===== src/rtl/network_stream_source.sv =====
`default_nettype none
//==============================================================================
// Module      : network_stream_source
// Description : Transmit-side frame feeder for the layer network's streaming
//               input. A loader fills an N-word register buffer. A start
//               request then replays the frame over a valid/ready master
//               interface that connects directly to the network's
//               s_valid / s_ready / data_in.
//
// Ports       : clk       - clock, rising edge
//               reset     - synchronous, active-high
//               ld_valid  - loader word valid
//               ld_data   - loader word (signed, T bits)
//               ld_ready  - buffer is accepting loader words (state LOAD)
//               start     - one-cycle request to transmit the stored frame
//               reload    - (replay build only) return from FULL to LOAD
//               m_valid   - word valid toward network (state SEND)
//               m_ready   - network ready
//               data_out  - word toward network (signed, T bits)
//               busy      - high while sending
//               done      - one-cycle pulse after the last word handshakes
//
// Options     : NETWORK_STREAM_SOURCE_REPLAY_EN - when defined, adds the
//               reload port. After a frame is sent the block parks in FULL,
//               so the same frame can be resent with another start.
//
// Revision    : 1.0 - initial release
//==============================================================================
module network_stream_source #(
    parameter int T = 16,
    parameter int N = 8
) (
    input  logic                clk,
    input  logic                reset,
    input  logic                ld_valid,
    input  logic signed [T-1:0] ld_data,
    output logic                ld_ready,
    input  logic                start,
`ifdef NETWORK_STREAM_SOURCE_REPLAY_EN
    input  logic                reload,
`endif
    output logic                m_valid,
    input  logic                m_ready,
    output logic signed [T-1:0] data_out,
    output logic                busy,
    output logic                done
);

    localparam int AW = (N > 1) ? $clog2(N) : 1;
    localparam logic [AW-1:0] c_last = AW'(N - 1);
    localparam logic [AW-1:0] c_one  = AW'(1);

    typedef enum logic [1:0] {
        S_LOAD = 2'd0,
        S_FULL = 2'd1,
        S_SEND = 2'd2
    } state_t;

    state_t                r_state;
    logic [AW-1:0]         r_wr_ptr;
    logic [AW-1:0]         r_rd_ptr;
    logic                  r_done;
    logic signed [T-1:0]   r_mem [N];

    logic                  w_wr_en;
    logic                  w_hs;

    // Moore outputs decoded straight from the state register, so m_valid
    // never has a combinational path from m_ready.
    assign ld_ready = (r_state == S_LOAD);
    assign m_valid  = (r_state == S_SEND);
    assign busy     = (r_state == S_SEND);
    assign done     = r_done;
    assign data_out = r_mem[r_rd_ptr];

    assign w_wr_en  = (r_state == S_LOAD) && ld_valid && !reset;
    assign w_hs     = (r_state == S_SEND) && m_ready;

    // Frame buffer has no reset: its contents are meaningless until loaded.
    always_ff @(posedge clk) begin
        if (w_wr_en) begin
            r_mem[r_wr_ptr] <= ld_data;
        end
    end

    always_ff @(posedge clk) begin
        if (reset) begin
            r_state  <= S_LOAD;
            r_wr_ptr <= '0;
            r_rd_ptr <= '0;
            r_done   <= 1'b0;
        end else begin
            r_done <= 1'b0;
            case (r_state)
                S_LOAD: begin
                    // start is deliberately not looked at here, even on the
                    // cycle of the final write.
                    if (ld_valid) begin
                        if (r_wr_ptr == c_last) begin
                            r_wr_ptr <= '0;
                            r_state  <= S_FULL;
                        end else begin
                            r_wr_ptr <= r_wr_ptr + c_one;
                        end
                    end
                end
                S_FULL: begin
                    if (start) begin
                        r_rd_ptr <= '0;
                        r_state  <= S_SEND;
                    end
`ifdef NETWORK_STREAM_SOURCE_REPLAY_EN
                    else if (reload) begin
                        r_wr_ptr <= '0;
                        r_state  <= S_LOAD;
                    end
`endif
                end
                S_SEND: begin
                    if (w_hs) begin
                        if (r_rd_ptr == c_last) begin
                            r_rd_ptr <= '0;
                            r_done   <= 1'b1;
`ifdef NETWORK_STREAM_SOURCE_REPLAY_EN
                            r_state  <= S_FULL;
`else
                            r_state  <= S_LOAD;
`endif
                        end else begin
                            r_rd_ptr <= r_rd_ptr + c_one;
                        end
                    end
                end
                default: begin
                    r_state <= S_LOAD;
                end
            endcase
        end
    end

endmodule
`default_nettype wire


===== config.mk =====
export PLATFORM = sky130hd
export DESIGN_NAME = network_stream_source
export DESIGN_NICKNAME = d
export VERILOG_FILES = /design/src/rtl/network_stream_source.sv
export SDC_FILE = /design/constraint.sdc
export NUM_CORES = 1
export LEC_CHECK = 0
export ABC_AREA = 1
export CORE_UTILIZATION = 40
export DETAILED_ROUTE_END_ITERATION = 10
export SLEW_MARGIN = 20
export SYNTH_ARGS = -nofsm -noshare
export SYNTH_HDL_FRONTEND = slang
export SYNTH_SLANG_ARGS = --single-unit

===== constraint.sdc =====
create_clock -name clk -period 4.8 [get_ports clk]
set_input_delay 1.2 -clock clk [delete_from_list [all_inputs] [get_ports clk]]
set_output_delay 1.2 -clock clk [all_outputs]
set_load 0.005 [all_outputs]

==> flow_metrics.tcl <==
set metrics [dict create \
    clk_pin_slew_ps 60 \
    gp_congestion 0.721 \
    place.port_buffers 40 \
    worst_setup_path_end_kind "output port" \
    finish.cell_count_without_fillers 671 \
    grt_setup_unrepaired "no" \
    pwrdens_nw_per_um2 592 \
    setup_slack_ps 1040 \
    startpoint_type "flop" \
    synthesis.area_per_instance_um2 12.7 \
    final_antenna_net_count 0 \
    total_number_of_vias 3460 \
    ys_warn_count 0 \
    final.min_clock_period_ps 3760 \
    dp_wirelength_um 6410 \
    post-layout-total-power_mw 3.98 \
    worst-r2r-cell-count 6 \
    yosys.cell_types.count 24 \
    routed_wl_um 11500 \
    grt_remaining_overflow 0 \
    critical_path_arrival_ps 2560 \
    clkLatencyLatePin_ps 420 \
    root_buffer_selected_by_cts "sky130_fd_sc_hd__clkbuf_16" \
    critical_path_required_ps 3600 \
    die_w_um 119 \
    drt-pass1-iter-count 4 \
    place.detailed.instances 639 \
    detailedRoute.firstIterationViolations 238 \
    power.ir.vdd_worst_uv 283 \
    pin_count_of_the_biggest_net_entering_global_routing 65 \
    grt_pass1_wl_um 18500 \
    timing.hold.worst_path_depth 2 \
    num-nets-final 507 \
    rows 42 \
    coreArea_um2 13300 \
    area_growth_pct 22.1 \
    reg2reg_setup_slack_ps 3160 \
    syn-cell-area_um2 5510 \
    antenna_violations_before_repair 0 \
    floorplan.die.height_um 119 \
    yosysSeqAreaShare_pct 74.2 \
    total_leakage_power_nw 2.34 \
    crit_path_cell_trace "buf_4 -> o21ai_0 -> o22ai_1 -> nand2_1 -> nand2_1 -> clkdlybuf4s50_1" \
    cts.sink_count 140 \
    cp_slowest_cell "sky130_fd_sc_hd__dfxtp_2" \
    crit-reg2reg-capture "r_mem[5][1]" \
    cts.path.max_buffers 2 \
    hold_violations 0 \
    fillCellCount 1177 \
    timing.critical_path.fanout_max 36 \
    fmax_mhz 266 \
    clock_tree_from_tritoncts "built" \
    first_global_vias 3468 \
    top_level_ports 41 \
    timing.rr.start "r_state[0]" \
    finalClockSkew_ps 14.2 \
    outcome "finished, final reports clean" \
    timing_worst_setup_path_type "flop to output port" \
    preCtsSetupSlack_ps 1430 \
    post_route_cells_drive_above_1_share_pct 11.9 \
    cp_slowest_stage_delay_ps 680 \
    cts_resized 0 \
    critical_path.most_common_cell "sky130_fd_sc_hd__nand2_1" \
    initial_utilization_pct 41.2 \
    drt-wirelength-per-cell_um 17.2 \
    ys_ff_latch 140 \
    die-area_um2 14200 \
    report.final.slew_viol_count 0 \
    htreeDepth 4 \
    slew_headroom_pct 52.9 \
    min_path_type "flop to flop" \
    setup_total_negative_slack_ps 0 \
    post_drt_via_cell_ratio 5.16 \
    antenna_cells_inserted 0 \
    detailed_route_drc_error_count 0 \
    worstMarginPinSlew_ps 705 \
    report.final.setup_viol 0 \
    holdBufCountCts 0 \
    final_clock_period_utilization_by_the_worst_path_pct 78.3 \
    syn-num-nets 460 \
    synthCells 435 \
    cts_inserted_buffers 17 \
    cts_setup_buffers 0 \
    min-delay-start "r_rd_ptr[0]" \
    grt_usage_pct 17.6 \
    cap_violations 0 \
]
-- routing by layer --
metal,global-route usage (%),share of wire (%),vias to the layer above
met2,28.9,49,95
met3,4.07,5.3,12
met5,0,0,-
li1,-,-,1675
met4,7.58,1.1,0
met1,22.3,45,1678
-- cell families (layout without fill, tap and decap cells) --
group	after synthesis	count (layout)	share of synthesized area, %
buffers and inverters	34	94	3.18
flip-flops	140	140	74.2
AO/OA/AOI/OAI	109	109	10.7
adder cells (fa/ha/maj)	4	4	0.909
AND/OR/NAND/NOR	148	148	11.1
-- area by class of cell --
type                            instances  area, µm²  share of cell area (%)
Multi-Input combinational cell        261       1270                    18.8
Clock buffer                           17        425                    6.33
Inverter                               11       43.8                   0.651
Tap cell                              176        220                    3.28
Timing Repair Buffer                   51        483                    7.18
Sequential cell                       140       4090                    60.8
Clock inverter                         15        199                    2.96
-- critical path: cells and delay by family (launching register included) --
kind | cells | cell delay, ps
buffers and inverters | 2 | 930
flip-flops | 1 | 680
AO/OA/AOI/OAI | 2 | 360
AND/OR/NAND/NOR | 2 | 180
-- stage by stage --
| stage | area, µm² | hold WS [ps] | utilization (%) |
|---|---|---|---|
| final | 6720 | 520 | 50.4 |
| after detailed placement | 6100 | 502 | 45.7 |
| after global placement | 6100 | 504 | 45.7 |
| after floorplan | 5510 | 489 | - |
| after CTS | 6720 | 517 | 50.4 |
| after global routing | 6720 | 582 | 50.4 |
-- report_power, final --
group          internal [mW]  switching, mW  total, mW
clock                  0.867          0.488       1.36
sequential              1.44         0.0923       1.54
combinational          0.484          0.607       1.09
total                   2.79           1.19       3.98
-- synthesized netlist by cell type --
cell                       instances  area [µm²]
sky130_fd_sc_hd__edfxtp_1        128        3840
sky130_fd_sc_hd__nor2_1           75         282
sky130_fd_sc_hd__o21ai_0          60         300
sky130_fd_sc_hd__nand2_1          56         210
sky130_fd_sc_hd__o22ai_1          32         200
sky130_fd_sc_hd__buf_2            12        60.1
sky130_fd_sc_hd__dfxtp_1          12         240
sky130_fd_sc_hd__o21ai_1          10        50.1
sky130_fd_sc_hd__inv_1             8        30.0
sky130_fd_sc_hd__a21oi_1           6        30.0
sky130_fd_sc_hd__buf_4             6        45.0
sky130_fd_sc_hd__nor3_1            5        25.0
sky130_fd_sc_hd__ha_1              4        50.1
sky130_fd_sc_hd__nand2_2           4        25.0
sky130_fd_sc_hd__clkbuf_1          3        11.3
sky130_fd_sc_hd__nand3_1           3        15.0
sky130_fd_sc_hd__nor2_4            3        33.8
sky130_fd_sc_hd__inv_2             2        7.51
sky130_fd_sc_hd__a31oi_1           1        6.26
sky130_fd_sc_hd__buf_1             1        3.75
sky130_fd_sc_hd__buf_6             1        11.3
sky130_fd_sc_hd__inv_4             1        6.26
sky130_fd_sc_hd__nand2_4           1        11.3
sky130_fd_sc_hd__nand3b_1          1        7.51
-- how the worst max path moves through the flow --
stage | from | to | slack [ps] | cells after the start
finish | flop | data_out[5] | 1040 | 6
global route | flop | data_out[11] | 800 | 6
CTS | flop | data_out[8] | 980 | 6
detailed placement | flop | data_out[8] | 1430 | 6
global placement | flop | data_out[5] | 1490 | 6
floorplan | ld_valid | r_mem[1][0] | 1830 | 4
-- placed cells by master, fill, tap and decap left out, drive strengths merged --
cell,count
a31oi,1
bufinv,4
nand3b,1
dfxtp,12
a21oi,6
clkinvlp,2
nand3,3
nor3,5
clkbuf,17
nor2,78
buf,11
inv,11
ha,4
nand2,61
o22ai,32
clkdlybuf4s50,40
edfxtp,128
o21ai,70
clkinv,9
-- registers in the layout, indices dropped and copies added (netlist names), named ones only --
| register | flops |
|---|---|
| done | 1 |
| r_mem | 128 |
| r_rd_ptr | 3 |
| r_state | 2 |
| r_wr_ptr | 3 |
(Power assumes the default switching activity.)
